==> src/rtl/ex_pkg.sv <==
// Shared definitions for the MIPS execute stage: funct codes, alu_op encodings,
// and the multiply/divide state and op enums.
package ex_pkg;

  localparam logic [1:0] ALU_ADD   = 2'b00;
  localparam logic [1:0] ALU_SUB   = 2'b01;
  localparam logic [1:0] ALU_RTYPE = 2'b10;

  localparam logic [5:0] F_SLL   = 6'b000000;
  localparam logic [5:0] F_SRL   = 6'b000010;
  localparam logic [5:0] F_MFHI  = 6'b010000;
  localparam logic [5:0] F_MFLO  = 6'b010010;
  localparam logic [5:0] F_MULT  = 6'b011000;
  localparam logic [5:0] F_MULTU = 6'b011001;
  localparam logic [5:0] F_DIV   = 6'b011010;
  localparam logic [5:0] F_DIVU  = 6'b011011;
  localparam logic [5:0] F_ADD   = 6'b100000;
  localparam logic [5:0] F_ADDU  = 6'b100001;
  localparam logic [5:0] F_SUB   = 6'b100010;
  localparam logic [5:0] F_SUBU  = 6'b100011;
  localparam logic [5:0] F_AND   = 6'b100100;
  localparam logic [5:0] F_OR    = 6'b100101;
  localparam logic [5:0] F_XOR   = 6'b100110;
  localparam logic [5:0] F_NOR   = 6'b100111;
  localparam logic [5:0] F_SLT   = 6'b101010;
  localparam logic [5:0] F_SLTU  = 6'b101011;

  typedef enum logic [1:0] {IDLE, MUL, DIV, DONE} md_state_e;

  // Matches funct[1:0] of the mult/multu/div/divu group.
  typedef enum logic [1:0] {MD_MULT, MD_MULTU, MD_DIV, MD_DIVU} md_op_e;

  function automatic logic is_muldiv(input logic [5:0] f);
    return f[5:2] == 4'b0110;
  endfunction

endpackage

==> src/rtl/ex_if.sv <==
// ID/EX -> EX -> EX/MEM signal bundle for the execute stage.
interface ex_if;
  logic [2:0]  ex_ctrl;
  logic [31:0] reg1;
  logic [31:0] reg2;
  logic [31:0] sign_extend;
  logic [5:0]  funct;
  logic [4:0]  rt;
  logic [4:0]  rd;
  logic [31:0] alu_result;
  logic        zero;
  logic [31:0] write_data;
  logic [4:0]  dest_reg;
  logic        stall;

  modport master (
    output ex_ctrl, reg1, reg2, sign_extend, funct, rt, rd,
    input  alu_result, zero, write_data, dest_reg, stall
  );

  modport slave (
    input  ex_ctrl, reg1, reg2, sign_extend, funct, rt, rd,
    output alu_result, zero, write_data, dest_reg, stall
  );
endinterface

==> src/rtl/ex_muldiv.sv <==
// Iterative 32-cycle multiply/divide unit owning HI/LO.
// The divider is only built when EX_DIV_EN is defined; otherwise div/divu are ignored.
module ex_muldiv
  import ex_pkg::*;
(
  input  logic        clk,
  input  logic        rst_n,
  input  logic        start,
  input  md_op_e      op,
  input  logic [31:0] a,
  input  logic [31:0] b,
  output logic        busy,
  output logic [31:0] hi,
  output logic [31:0] lo
);

  md_state_e   state;
  logic [5:0]  count;
  logic        neg_a, neg_b;
  logic [31:0] mcand;   // |b|: multiplicand or divisor
  logic [63:0] acc;     // mul: {partial, multiplier}; div: {remainder, dividend}
  logic        sgn;
  logic        go;
  logic [31:0] a_abs, b_abs;
  logic [32:0] mul_sum;
  logic [63:0] mul_nxt, mul_fix;

  assign sgn   = ~op[0];
  assign a_abs = (sgn & a[31]) ? -a : a;
  assign b_abs = (sgn & b[31]) ? -b : b;

  // Gating with rst_n keeps stall low while reset is held with an op still presented.
`ifdef EX_DIV_EN
  assign go = start & rst_n;
`else
  assign go = start & rst_n & ~op[1];
`endif

  assign busy = (state == IDLE) ? go : (state == MUL || state == DIV);

  assign mul_sum = {1'b0, acc[63:32]} + (acc[0] ? {1'b0, mcand} : 33'd0);
  assign mul_nxt = {mul_sum, acc[31:1]};
  assign mul_fix = (neg_a ^ neg_b) ? -mul_nxt : mul_nxt;

`ifdef EX_DIV_EN
  logic [32:0] rem_sh, diff;
  logic [63:0] div_nxt;
  logic [31:0] quo, rem;
  assign rem_sh  = {acc[63:32], acc[31]};
  assign diff    = rem_sh - {1'b0, mcand};
  assign div_nxt = diff[32] ? {rem_sh[31:0], acc[30:0], 1'b0}
                            : {diff[31:0],   acc[30:0], 1'b1};
  assign quo = div_nxt[31:0];
  assign rem = div_nxt[63:32];
`endif

  always_ff @(posedge clk or negedge rst_n) begin
    if (!rst_n) begin
      state <= IDLE;
      count <= '0;
      neg_a <= 1'b0;
      neg_b <= 1'b0;
      mcand <= '0;
      acc   <= '0;
      hi    <= '0;
      lo    <= '0;
    end else begin
      case (state)
        IDLE: if (go) begin
          neg_a <= sgn & a[31];
          neg_b <= sgn & b[31];
          mcand <= b_abs;
          acc   <= {32'd0, a_abs};
          count <= '0;
`ifdef EX_DIV_EN
          state <= op[1] ? DIV : MUL;
`else
          state <= MUL;
`endif
        end
        MUL: begin
          acc   <= mul_nxt;
          count <= count + 6'd1;
          if (count == 6'd31) begin
            {hi, lo} <= mul_fix;
            state    <= DONE;
          end
        end
`ifdef EX_DIV_EN
        DIV: begin
          acc   <= div_nxt;
          count <= count + 6'd1;
          if (count == 6'd31) begin
            // Divide by zero leaves rem == |dividend|, so HI comes out as the dividend.
            lo    <= (mcand == '0) ? 32'hFFFF_FFFF : ((neg_a ^ neg_b) ? -quo : quo);
            hi    <= neg_a ? -rem : rem;
            state <= DONE;
          end
        end
`endif
        DONE:    state <= IDLE;
        default: state <= IDLE;
      endcase
    end
  end

endmodule

==> src/rtl/ex_stage.sv <==
// MIPS execute stage: ALU control, ALU, operand/destination muxes and the
// mult/div stall. Define EX_DIV_EN to build div/divu support.
module ex_stage
  import ex_pkg::*;
(
  input  logic clk,
  input  logic rst_n,
  ex_if.slave  bus
);

  logic        reg_dst;
  logic [1:0]  alu_op;
  logic        alu_src;
  logic [31:0] opa, opb, res;
  logic [4:0]  shamt;
  logic        md_start, md_busy;
  logic [31:0] hi, lo;

  assign {reg_dst, alu_op} = bus.ex_ctrl;
  assign alu_src  = ~reg_dst & (alu_op != ALU_SUB);
  assign opa      = bus.reg1;
  assign opb      = alu_src ? bus.sign_extend : bus.reg2;
  assign shamt    = bus.sign_extend[10:6];
  assign md_start = (alu_op == ALU_RTYPE) && is_muldiv(bus.funct);

  ex_muldiv u_md (
    .clk   (clk),
    .rst_n (rst_n),
    .start (md_start),
    .op    (md_op_e'(bus.funct[1:0])),
    .a     (bus.reg1),
    .b     (bus.reg2),
    .busy  (md_busy),
    .hi    (hi),
    .lo    (lo)
  );

  always_comb begin
    res = '0;
    case (alu_op)
      ALU_SUB:   res = opa - opb;
      ALU_RTYPE: begin
        case (bus.funct)
          F_ADD, F_ADDU: res = opa + opb;
          F_SUB, F_SUBU: res = opa - opb;
          F_AND:  res = opa & opb;
          F_OR:   res = opa | opb;
          F_XOR:  res = opa ^ opb;
          F_NOR:  res = ~(opa | opb);
          F_SLT:  res = {31'd0, $signed(opa) < $signed(opb)};
          F_SLTU: res = {31'd0, opa < opb};
          F_SLL:  res = bus.reg2 << shamt;
          F_SRL:  res = bus.reg2 >> shamt;
          F_MFHI: res = hi;
          F_MFLO: res = lo;
          default: res = '0;   // mult/div group and unknown functs
        endcase
      end
      default: res = opa + opb;  // add, bubble
    endcase
  end

  assign bus.alu_result = res;
  assign bus.zero       = (res == '0);
  assign bus.write_data = bus.reg2;
  assign bus.dest_reg   = reg_dst ? bus.rd : bus.rt;
  assign bus.stall      = md_busy;

endmodule

==> src/flat_wrapper.sv <==
// flat-port wrapper written by rule: the top's interface ports become plain ports
module ex_stage_flat import ex_pkg::*;
  (clk, rst_n, bus_ex_ctrl, bus_reg1, bus_reg2, bus_sign_extend, bus_funct, bus_rt, bus_rd, bus_alu_result, bus_zero, bus_write_data, bus_dest_reg, bus_stall);
  ex_if bus_i ();
  input  logic clk;
  input  logic rst_n;
  input wire logic [$bits(bus_i.ex_ctrl)-1:0] bus_ex_ctrl;
  input wire logic [$bits(bus_i.reg1)-1:0] bus_reg1;
  input wire logic [$bits(bus_i.reg2)-1:0] bus_reg2;
  input wire logic [$bits(bus_i.sign_extend)-1:0] bus_sign_extend;
  input wire logic [$bits(bus_i.funct)-1:0] bus_funct;
  input wire logic [$bits(bus_i.rt)-1:0] bus_rt;
  input wire logic [$bits(bus_i.rd)-1:0] bus_rd;
  output wire logic [$bits(bus_i.alu_result)-1:0] bus_alu_result;
  output wire logic [$bits(bus_i.zero)-1:0] bus_zero;
  output wire logic [$bits(bus_i.write_data)-1:0] bus_write_data;
  output wire logic [$bits(bus_i.dest_reg)-1:0] bus_dest_reg;
  output wire logic [$bits(bus_i.stall)-1:0] bus_stall;
  assign bus_i.ex_ctrl = bus_ex_ctrl;
  assign bus_i.reg1 = bus_reg1;
  assign bus_i.reg2 = bus_reg2;
  assign bus_i.sign_extend = bus_sign_extend;
  assign bus_i.funct = bus_funct;
  assign bus_i.rt = bus_rt;
  assign bus_i.rd = bus_rd;
  assign bus_alu_result = bus_i.alu_result;
  assign bus_zero = bus_i.zero;
  assign bus_write_data = bus_i.write_data;
  assign bus_dest_reg = bus_i.dest_reg;
  assign bus_stall = bus_i.stall;
  ex_stage u_core (.clk(clk), .rst_n(rst_n), .bus(bus_i));
endmodule
==> config.mk <==
export PLATFORM = sky130hd
export DESIGN_NAME = ex_stage_flat
export DESIGN_NICKNAME = d
export VERILOG_FILES = /design/src/rtl/ex_pkg.sv /design/src/rtl/ex_if.sv /design/src/rtl/ex_muldiv.sv /design/src/rtl/ex_stage.sv /design/src/flat_wrapper.sv
export SDC_FILE = /design/constraint.sdc
export NUM_CORES = 1
export LEC_CHECK = 0
export BUFFER_PORTS_ARGS = -buffer_cell sky130_fd_sc_hd__buf_2
export CORE_ASPECT_RATIO = 0.9
export CORE_MARGIN = 4
export CORE_UTILIZATION = 30
export CTS_BUF_LIST = sky130_fd_sc_hd__clkbuf_16
export DETAILED_ROUTE_END_ITERATION = 8
export GPL_TIMING_DRIVEN = 0
export PLACE_DENSITY = 0.44
export SLEW_MARGIN = 5
export SYNTH_ARGS = -nofsm -noshare
export SYNTH_HDL_FRONTEND = slang
export SYNTH_HIERARCHICAL = 1
export SYNTH_SLANG_ARGS = --single-unit
==> constraint.sdc <==
create_clock -name clk -period 6.9 [get_ports clk]
set_input_delay 0 -clock clk [delete_from_list [all_inputs] [get_ports clk]]
set_output_delay 0 -clock clk [all_outputs]
set_load 0.03 [all_outputs]
Word-level counts from Yosys, hierarchy flattened --
Index checks and enable logic that the tools add are counted.
Storage, ports and cells: bits of input ports 117, memories 0, word-level logic and storage cells 82, bits in writable memories 0, register bits after elaboration 170, memory bits (read-only) 0, output and inout port bits 71, latch bits 0
Cells by class: $add $sub $neg 7, muxes and demuxes 16, divide/modulo/power cells 0, $lt $le $gt $ge 2, multipliers 0, reductions and logical operators 12, shift-type cells 2, eq/ne operators 22, bitwise logic cells 13
Operators with widths (count):
- $pmux 32 s12 | 1
- $mux 32 | 4
- $mux 64 | 2
- $pmux 64 s2 | 1
- $lt 32x32->1 | 2
- $neg 32->32 | 2
- $neg 64->64 | 1
- $pmux 32 s2 | 1
- $eq 6x6->1 const B | 10
- $add 32x32->33 | 1
- $add 32x32->32 | 1
- $and 32x32->32 | 1
- $logic_not 32->1 | 1
- $not 32->32 | 1
- $or 32x32->32 | 1
- $shl 32x5->32 | 1
- $shr 32x5->32 | 1
- $sub 32x32->32 | 1
- $xor 32x32->32 | 1
- $eq 6x5->1 const B | 3
- $pmux 6 s2 | 1
- $reduce_and 2->1 | 4
- $add 6x1->6 const B | 1
- $eq 6x2->1 const B | 1
- other kinds (19) | 30

Logic depth before layout (Yosys ltp) --
Gate-level depths: netlist (run 1).
word-level depth 8, depth in mapped cells 20, mapped depth without buffers 18

Cells and area by module --
Netlist (run 1), hierarchy kept.
By module, submodules not included:
- ex_muldiv | instances 1, cells each 1405, area each 11531.1 µm², seq. area each 4254.1 µm²
- ex_stage | instances 1, cells each 1568, area each 10795.4 µm², seq. area each 0.0 µm²

Worst setup path before layout (run 1) --
No wires, ideal clock.
path type input to output, from input port bus_ex_ctrl[1], to output port bus_zero, data required time 6900 ps, stages on the path 19, path slack 1944 ps, arrival 4956 ps, buffers on the path 2, cells stage by stage inv_1 > ha_1 > nor2_1 > clkbuf_1 > mux2_2 > inv_1 > ha_1 > buf_2 > o211ai_1 > o21a_1 > o41ai_2 > o31ai_1 > a22oi_1 > a41oi_1 > xnor2_1 > a221o_1 > or3_1 > or3_1 > nor4_2
On the way: cells in the longest elaborated chain, start to end 8, elaborated cells on any way between the ends 16, those cells by class 2 x add/sub; 2 x order compare; 3 x eq/ne; 3 x mux; 5 x bitwise; 1 x reduce/logical
Ends and longest elaborated chain:
- start, declared | RTL line flat_wrapper.sv:7 | input wire logic [$bits(bus_i.ex_ctrl)-1:0] bus_ex_ctrl;
- parallel branches: the longest is 6 deep, another holds $sub 32x32->32
- $pmux 32 s2 * | RTL line ex_stage.sv:40 | case (alu_op)
- named net bus_alu_result[25] | RTL line flat_wrapper.sv:14 | output wire logic [$bits(bus_i.alu_result)-1:0] bus_alu_result;
- $logic_not 32->1 * | RTL line ex_stage.sv:64 | assign bus.zero = (res == '0);
- end, declared | RTL line flat_wrapper.sv:15 | output wire logic [$bits(bus_i.zero)-1:0] bus_zero;
Mark *: on every way through the listed nets, which the timed path passes.

Worst setup path in the final report (run 1) --
from input port bus_ex_ctrl[1], to output port bus_zero
On the way: cells in the longest elaborated chain, start to end 8, elaborated cells on any way between the ends 16, those cells by class 2 x add/sub; 2 x order compare; 3 x eq/ne; 3 x mux; 5 x bitwise; 1 x reduce/logical
Ends and longest elaborated chain (RTL line):
- parallel branches: the longest is 6 deep, another holds $sub 32x32->32
- $pmux 32 s2 * | ex_stage.sv:40
- $logic_not 32->1 * | ex_stage.sv:64
Mark *: on every way between the ends.

==> flow_metrics.tcl, run 1 <==
set metrics [dict create \
    clk_pin_slew_ns 0.09 \
    clock_latency_ns 0.46 \
    rsz0062_at_grt "no" \
    fillCellCount 7886 \
    grt_pass1_vias 23500 \
    ys_warn_count 6 \
    final-seq-area_sq_um 4254 \
    p_seq_share_pct 26.6 \
    routed_via_density 6.128 \
    drc 0 \
    layout-drive-gt1-share_pct 13.17 \
    clock_path_buffers 2 \
    p_sw_uw 2456 \
    post_cts_buffers 0 \
    pwr-share-comb_pct 51.9 \
    place_ws_ns -0.1162 \
    wl_per_cell_microns 30.09 \
    maxSlewHeadroom_pct 9.019 \
    required_ns 6.90 \
    grt_pass1_wl_mm 174.8 \
    dieArea_sq_um 78860 \
    clock_power_share_pct 21.5 \
    cts_max_level 4 \
    drt_iter0_drc 3450 \
    hold_viol 0 \
    period_share_pct 93.64 \
    synthArstFlopShare_pct 100.0 \
    clock-sinks 170 \
    grt_max_degree 113 \
    cp-start-kind "input port" \
    core_area_sq_um 73390 \
    grt_overflow 0 \
    final_net_count 3434 \
    synth-main-ff-cell "dfrtp_1" \
    drtAntennaViolNets 0 \
    synth-seq-area-share_pct 19.05 \
    cts_tree "yes" \
    die_w_microns 295.6 \
    root_buffer "clkbuf_16" \
    grt.total_usage_pct 30.45 \
    final_critical_path_setup_slack_ns 0.4386 \
    wl_mm 125.0 \
    worst_setup_path_end_kind "output port" \
    dp_hpwl_mm 102.9 \
    synth.distinct_cells 103 \
    cts_buffers 17 \
    arrival_ns 6.46 \
    p_leak_uw 0.01061 \
    drt_first_pass_iters 6 \
    critPathKind "input port to output port" \
    ir_worst_vdd_mv 0.1514 \
    clock.fmax_ghz 0.1548 \
    ys_ff_latch 170 \
    io_pins 188 \
    avgSynthCellArea_sq_um 7.510 \
    antenna_found_initial 10 \
    p_sw_share_pct 51.06 \
    syn_area_sq_um 22330 \
    routabilityCongestion 1.027 \
    syn_to_final_growth_pct 12.76 \
    vias 25450 \
    finalSetupTns_ns 0 \
    rows 94 \
    multiInputGateArea_sq_um 16560 \
    initial_utilization_pct 30.42 \
    status "finished, final reports clean" \
    critPathMaxFanout 10 \
    maxCapViolCount 0 \
    dieHeight_microns 266.8 \
    powerDensity_nw_per_um2 191.0 \
    setup_viol 0 \
    worstMarginPinSlew_ns 1.330 \
    skew_ns 0.02868 \
    maxSlewViolCount 0 \
    netlist_instances 2973 \
    p_int_uw 2354 \
    synth_edf_count 0 \
    fin_crit_ns 6.461 \
    synthesis.nets 3231 \
    hold_class "input port to asynchronous set/reset pin" \
    io_buffer_count 181 \
]
## power groups by stage
stage               clock (uW)  combinational [uW]  sequential, uW
detailed placement           0                2400            1290
CTS                       1060                2420            1270
finish                    1040                2500            1280
global placement             0                2400            1290
global route              1100                2650            1290
floorplan                    0                1490            1220
## what timing repair did
item | CTS | global route
hold buffers | 3 | 0
endpoints found under the hold margin | 61 | 0
resized for setup | 2 | 4
endpoints found under the setup margin | 1 | 1
## metal layers
metal / vias up / track usage, % / routed length (microns)
li1: 11260 / - / -
met4: 2 / 6.757 / 2940
met1: 12520 / 46.37 / 57750
met3: 156 / 7.555 / 14510
met2: 1508 / 42.75 / 49770
met5: - / 0 / 13
## per-stage QoR
stage / cells / hold WS (ns) / total power [uW] / utilization (%) / cell area, sq um
floorplan: 2973 / -0.2956 / 2716 / - / 22330
global placement: 4114 / 0.3848 / 3686 / 33.29 / 24430
detailed placement: 4115 / -0.01276 / 3695 / 33.35 / 24480
CTS: 4150 / 0.05356 / 4747 / 34.26 / 25140
global route: 4149 / 0.07080 / 5044 / 34.29 / 25160
finish: 4154 / 0.06316 / 4809 / 34.30 / 25180
## area by class of cell
| cell class | count | share of cell area, % |
|---|---|---|
| diodes | 5 | 0.04970 |
| plain buffers | 218 | 4.130 |
| clock buffers | 17 | 1.690 |
| clock inverters | 15 | 0.8101 |
| inverters | 135 | 2.013 |
| multi-input cells | 2449 | 65.77 |
| flip-flops and latches | 170 | 16.90 |
| well taps | 960 | 4.771 |
| repair buffers | 185 | 3.867 |
## registers in the layout, summed over array words and instances (netlist names)
name	count
u_core/u_md/neg_b	1
u_core/u_md/hi	32
u_core/u_md/acc	64
u_core/u_md/count	6
u_core/u_md/state	2
u_core/u_md/neg_a	1
u_core/u_md/mcand	32
u_core/u_md/lo	32
## logic make-up (layout without fill, tap and decap cells)
| logic type | after synthesis | count (layout) | share of synthesized area [%] |
|---|---|---|---|
| AND/OR/NAND/NOR | 973 | 973 | 20.82 |
| AO/OA/AOI/OAI | 941 | 941 | 27.06 |
| buffers and inverters | 354 | 570 | 6.938 |
| multiplexers | 200 | 200 | 10.51 |
| XOR/XNOR | 194 | 194 | 7.610 |
| flip-flops | 170 | 170 | 19.05 |
| adder cells (fa/ha/maj) | 141 | 141 | 8.003 |
| other | 0 | 5 | 0 |
## synth_stat cells (all sizes together) (15+ instances only)
cell type	count	area share, %
xor2	78	3.1
clkbuf	127	2.1
mux2	68	3.5
or3	28	0.78
a21oi	235	5.3
a21o	21	0.71
o21ai	259	5.8
o31ai	36	1.2
nor2	243	4.1
or4	22	0.76
a211oi	39	1.4
mux2i	114	5.2
and3	20	0.56
inv	133	2.2
nor4	37	1.1
o211ai	27	0.91
nor3	66	1.5
o22ai	47	1.3
xnor2	116	4.6
a22oi	24	0.81
dfrtp	170	19
nand2	334	5.6
buf	92	2.5
ha	138	7.7
or2	18	0.52
nand4	22	0.62
nand2b	19	0.53
a221oi	22	0.89
nor2b	19	0.53
and2	51	1.4
a221o	15	0.67
nand3	58	1.3
mux4	18	1.8
a31oi	36	1.0
a22o	26	1.0
o21a	18	0.61
o221ai	19	0.75
## critical path, cell delays in order
cell	delay (ns)
buf_2	0.09
inv_1	0.04
ha_1	0.38
nor2_1	0.40
clkbuf_1	0.61
mux2_2	0.46
inv_1	0.11
ha_1	0.28
buf_2	0.21
o211ai_1	0.16
o21a_1	0.30
o41ai_4	0.65
o31ai_1	0.21
a22oi_2	0.54
a31oi_1	0.32
xnor2_1	0.20
a211o_1	0.34
or3_1	0.30
or3_1	0.34
nor4_2	0.24
buf_2	0.23
## placed cells by master, fill, tap and decap left out, drive strengths merged, types with 37 or more instances in the layout
cell,instances
ha,138
nand3,58
nand2,334
o21ai,259
mux2i,114
nor2,243
xnor2,116
nor3,66
and2,51
a211oi,39
mux2,68
a21oi,235
clkbuf,144
dfrtp,170
nor4,37
inv,142
buf,273
xor2,78
o22ai,47
## final timing paths
kind                            depth (start not counted)          startpoint               endpoint  slack, ns
worst max-delay path                                   21      bus_ex_ctrl[1]               bus_zero       0.44
worst min-delay path                                    2               rst_n    u_core/u_md/acc[13]       0.06
worst max register to register                         14  u_core/u_md/acc[0]     u_core/u_md/hi[24]       1.17
worst min register to register                          2   u_core/u_md/lo[5]      u_core/u_md/lo[5]       0.49
max in group asynchronous                               3               rst_n   u_core/u_md/mcand[4]       5.85
min in group clk                                        3        bus_funct[0]  u_core/u_md/mcand[31]       0.08
Note: power is estimated with default switching activity, not from simulation.
==> run 2: changes to the inputs <==
Settings changed: CORE_ASPECT_RATIO 0.9 to not set.
==> flow_metrics.tcl, run 2 (same netlist as run 1, synthesis figures left out) <==
set metrics [dict create \
    wl_per_cell_microns 29.08 \
    final_common_cell "nand2_1" \
    worst_setup_path_end_kind "output port" \
    dp.cells 4114 \
    status "complete, but fails checks" \
    holdWs_ns 0.05511 \
    clock-sinks 170 \
    routed_via_density 6.017 \
    post_cts_buffers 0 \
    drc 0 \
    routabilityCongestion 0.9871 \
    wl_mm 120.6 \
    final_cells 4148 \
    dieHeight_microns 280.8 \
    io_pins 188 \
    layout-drive-gt1-share_pct 13.04 \
    drtAntennaViolNets 0 \
    largest_reg_flops 64 \
    cts_max_level 4 \
    core_area_sq_um 73330 \
    final_net_count 3434 \
    clk_pin_slew_ns 0.07 \
    hold_viol 0 \
    post-route-util_pct 34.28 \
    arrival_ns 6.52 \
    finalSetupTns_ns 0 \
    power_uw 4762 \
    skew_ns 0.01204 \
    drt_first_pass_iters 5 \
    period_share_pct 94.55 \
    required_ns 6.90 \
    io_buffer_count 181 \
    layout_common_cells "nand2_1 (334), o21ai_0 (247), nor2_1 (243)" \
    worstMarginPinSlew_ns 1.529 \
    cts_buffers 17 \
    syn_to_final_growth_pct 12.59 \
    maxCapViolCount 0 \
    dieArea_sq_um 78850 \
    cp-start-kind "input port" \
    grt_pass1_wl_mm 171.1 \
    antenna_cells 0 \
    violations "max-slew violations" \
    grt_overflow 0 \
    die_w_microns 280.8 \
    grt.total_usage_pct 29.46 \
    ir_worst_vdd_mv 0.1432 \
    rows 99 \
    setup_viol 0 \
    hold_class "input port to asynchronous set/reset pin" \
    clock_latency_ns 0.45 \
    vias 24960 \
    clock_path_buffers 2 \
    cts_tree "yes" \
    clock.fmax_ghz 0.1533 \
    rsz0062_at_grt "no" \
    maxSlewViolCount 4 \
    p_leak_uw 0.01060 \
    top_register "u_core/u_md/acc" \
    root_buffer "clkbuf_16" \
    powerDensity_nw_per_um2 189.4 \
    grt_max_degree 113 \
    maxSlewHeadroom_pct -1.965 \
    antenna_found_initial 5 \
    initial_utilization_pct 30.45 \
    critPathKind "input port to output port" \
    drt_iter0_drc 2861 \
    fin_crit_ns 6.524 \
    dp_hpwl_mm 98.20 \
    grt_pass1_vias 23930 \
    critPathMaxFanout 10 \
]
## run 2: cell types whose count changed in the layout (fill, tap and decap cells not counted), moves of 3 or more
cell,before,now
diode_2,5,0
bufinv_16,0,4
clkinv_8,5,0
inv_6,1,4
inv_12,3,0
inv_8,5,2
## run 2: final cells by class
class | count | area, sq um
plain buffers | 219 | 1044
inverters | 135 | 506.7
repair buffers | 184 | 963.4
well taps | 959 | 1200
flip-flops and latches | 170 | 4254
multi-input cells | 2449 | 16530
clock buffers | 17 | 425.4
clock inverters | 15 | 212.7
fillers | 7941 | 48190
## run 2: power breakdown
part           switching [uW]  internal, uW  total [uW]  leakage, uW
combinational            1660           743        2410      0.00797
clock                     459           616        1070     0.000314
sequential                178          1100        1280      0.00232
## run 2: per-stage QoR
stage | area, sq um | worst slack (ns)
finish | 25140 | 0.3761
global route | 25140 | 0.06033
floorplan | 22330 | 1.944
detailed placement | 24470 | 0.3070
CTS | 25130 | 0.2528
global placement | 24430 | 0.2317
## run 2: critical path, cell delays in order
cell and delay, ns:
buf_2 0.14, clkbuf_1 0.53, clkbuf_2 0.43, clkbuf_1 0.42, clkbuf_1 0.51, mux2_2 0.38, inv_1 0.10, ha_1 0.31
clkbuf_1 0.25, nor4_1 0.53, o21ai_0 0.23, and3_1 0.21, xnor2_1 0.27, o221ai_1 0.28, or4_1 0.68, nor4_1 0.57
nand4b_1 0.20, nor4_2 0.23, buf_2 0.23
## run 2: what timing repair did
item / CTS / global route
gates resized for setup: 0 / 2
endpoints found under the hold margin: 60 / 0
hold buffers: 2 / 0
endpoints found under the setup margin: 0 / 1
## run 2: final timing paths
check / endpoint / start / depth (start not counted) / slack [ns]
setup / recovery: bus_zero / bus_sign_extend[9] / 19 / 0.38
hold / removal: u_core/u_md/acc[56] / rst_n / 2 / 0.06
setup reg to reg: u_core/u_md/hi[26] / u_core/u_md/acc[0] / 14 / 1.77
hold reg to reg: u_core/u_md/mcand[19] / u_core/u_md/mcand[19] / 2 / 0.48
max in group asynchronous: u_core/u_md/acc[31] / rst_n / 3 / 5.88
min in group clk: u_core/u_md/mcand[0] / bus_reg2[0] / 3 / 0.06
## run 2: routing by layer
| metal | track usage [%] | wire length, microns | vias to the layer above |
|---|---|---|---|
| li1 | - | - | 11250 |
| met1 | 38.85 | 51330 | 12290 |
| met2 | 47.57 | 54170 | 1181 |
| met3 | 4.527 | 8743 | 228 |
| met4 | 13.47 | 6352 | 2 |
| met5 | 0 | 11 | - |
==> run 3: changes to the inputs <==
--- a/config.mk
+++ b/config.mk
@@ -7,7 +7,8 @@
 export LEC_CHECK = 0
 export BUFFER_PORTS_ARGS = -buffer_cell sky130_fd_sc_hd__buf_2
-export CORE_MARGIN = 4
+export CORE_MARGIN = 2
 export CORE_UTILIZATION = 30
 export CTS_BUF_LIST = sky130_fd_sc_hd__clkbuf_16
+export CTS_CLUSTER_SIZE = 12
 export DETAILED_ROUTE_END_ITERATION = 8
 export GPL_TIMING_DRIVEN = 0
==> constraint.sdc (replaced) <==
create_clock -name clk -period 6.9 [get_ports clk]
set_input_delay 0 -clock clk [delete_from_list [all_inputs] [get_ports clk]]
set_output_delay 0 -clock clk [all_outputs]
set_load 0.005 [all_outputs]
==> flow_metrics.tcl, run 3 (same netlist as run 1, synthesis figures left out) <==
set metrics [dict create \
    grt_overflow 0 \
    dp_hpwl_mm 100.2 \
    fillCellCount 8025 \
    crit_path_max_incr_delay_ns 0.68 \
    top_register "u_core/u_md/acc" \
    wl_per_cell_microns 29.69 \
    required_ns 6.90 \
    clock.fmax_ghz 0.1496 \
    final_net_count 3434 \
    p_leak_uw 0.01056 \
    grt_max_degree 102 \
    routabilityCongestion 0.9817 \
    maxSlewViolCount 0 \
    critPathKind "input port to output port" \
    p_sw_share_pct 48.82 \
    io_pins 188 \
    io_buffer_count 181 \
    drc 0 \
    period_share_pct 96.86 \
    layout_common_cells "nand2_1 (334), o21ai_0 (247), nor2_1 (243)" \
    initial_utilization_pct 30.14 \
    worstMarginPinSlew_ns 1.424 \
    die_w_microns 276.8 \
    maxCapViolCount 0 \
    critPathSlowestCell "a21oi_1" \
    syn_to_final_growth_pct 12.35 \
    cts_buffers 17 \
    grt.total_usage_pct 31.20 \
    cts_tree "yes" \
    critPathMaxFanout 10 \
    layout-drive-gt1-share_pct 13.08 \
    root_buffer "clkbuf_16" \
    clock_path_buffers 2 \
    pwr-share-comb_pct 50.5 \
    largest_reg_flops 64 \
    skew_ns 0.01429 \
    p_int_uw 2325 \
    finalSetupTns_ns 0 \
    fin_crit_ns 6.683 \
    cts_max_level 4 \
    drt_iter0_drc 2451 \
    antenna_cells 0 \
    clock_latency_ns 0.46 \
    crit_path_cell_trace "buf_2 > clkbuf_1 > clkbuf_2 > clkbuf_1 > clkbuf_1 > mux2_2 > inv_1 > ha_1 > clkbuf_1 > nor4_1 > nand2_1 > a211oi_1 > a21oi_1 > a21oi_1 > a21boi_1 > a211oi_1 > o21ai_0 > or4bb_1 > nor4_2 > buf_2" \
    clock-sinks 170 \
    holdWs_ns 0.04447 \
    dieHeight_microns 276.8 \
    core_area_sq_um 74070 \
    worst_setup_path_end_kind "output port" \
    status "finished, final reports clean" \
    p_seq_share_pct 28.2 \
    cp-start-kind "input port" \
    rsz0062_at_grt "no" \
    arrival_ns 6.68 \
    crit_path_frequent_cell "clkbuf_1" \
    drtAntennaViolNets 0 \
    vias 25060 \
    routed_via_density 6.028 \
    wl_mm 123.4 \
    clock_power_share_pct 21.3 \
    p_sw_uw 2218 \
    dieArea_sq_um 76620 \
    clk_pin_slew_ns 0.07 \
    hold_class "input port to register" \
    maxSlewHeadroom_pct 4.690 \
    hold_viol 0 \
    setup_viol 0 \
    final_common_cell "nand2_1" \
    ir_worst_vdd_mv 0.1684 \
    grt_pass1_vias 23930 \
    rows 100 \
    grt_pass1_wl_mm 175.4 \
    antenna_found_initial 2 \
    powerDensity_nw_per_um2 181.1 \
    drt_first_pass_iters 6 \
]
run 3: path summary, 6_finish.rpt:
| path | cells after the start | end | slack [ns] | startpoint |
|---|---|---|---|---|
| min in group asynchronous | 2 | u_core/u_md/acc[51] | 0.07 | rst_n |
| setup reg to reg | 13 | u_core/u_md/hi[24] | 1.53 | u_core/u_md/acc[0] |
| hold / removal | 3 | u_core/u_md/mcand[31] | 0.04 | bus_reg2[31] |
| hold reg to reg | 2 | u_core/u_md/hi[22] | 0.49 | u_core/u_md/hi[22] |
| max in group asynchronous | 3 | u_core/u_md/acc[28] | 5.90 | rst_n |
| setup / recovery | 20 | bus_zero | 0.22 | bus_sign_extend[9] |
run 3: layout make-up:
cell class              instances  area, sq um  share of cell area (%)
multi-input cells            2449        16530                   65.90
flip-flops and latches        170         4254                   16.96
well taps                     969         1212                   4.834
plain buffers                 219         1044                   4.160
repair buffers                184        964.7                   3.846
inverters                     135        506.7                   2.020
clock buffers                  17        425.4                   1.696
clock inverters                15        147.6                  0.5886
run 3: layer usage:
layer  track usage (%)  up-vias  share of wire (%)
li1                  -    11260                  -
met1             41.64    12510                 43
met2             50.74     1109                 46
met3             4.269      187                6.5
met4             12.46        0                4.3
met5                 0        -                  0
run 3: per-stage QoR:
step | util, % | worst slack, ns | instance area (sq um) | power (uW) | instances
detailed placement | 33.07 | 0.3496 | 24500 | 3548 | 4125
floorplan | - | 2.488 | 22330 | 2601 | 2973
global route | 33.86 | 0.1027 | 25080 | 4801 | 4158
global placement | 33.00 | 0.1624 | 24440 | 3544 | 4123
CTS | 33.86 | 0.3166 | 25080 | 4541 | 4158
finish | 33.86 | 0.2166 | 25080 | 4544 | 4158
run 3: worst max-delay path, delay by kind of cell:
family	cells	cell delay, ns
buf+inv	8	2.64
mux	1	0.38
simple gates	4	1.29
compound gates	6	2.04
fa+ha+maj	1	0.31
run 3: timing repair:
action                                  in CTS  in global routing
endpoints found under the hold margin       69                  0
endpoints found under the setup margin       0                  1
hold buffers                                 1                  0
buffers inserted                             0                  0
gates resized for setup                      0                  1
run 3: power by group through the flow:
stage,clock [uW],sequential [uW],combinational [uW]
after detailed placement,0,1300,2250
final,968,1280,2300
after CTS,999,1280,2260
after global placement,0,1290,2250
after floorplan,0,1220,1380
after global routing,1040,1300,2470
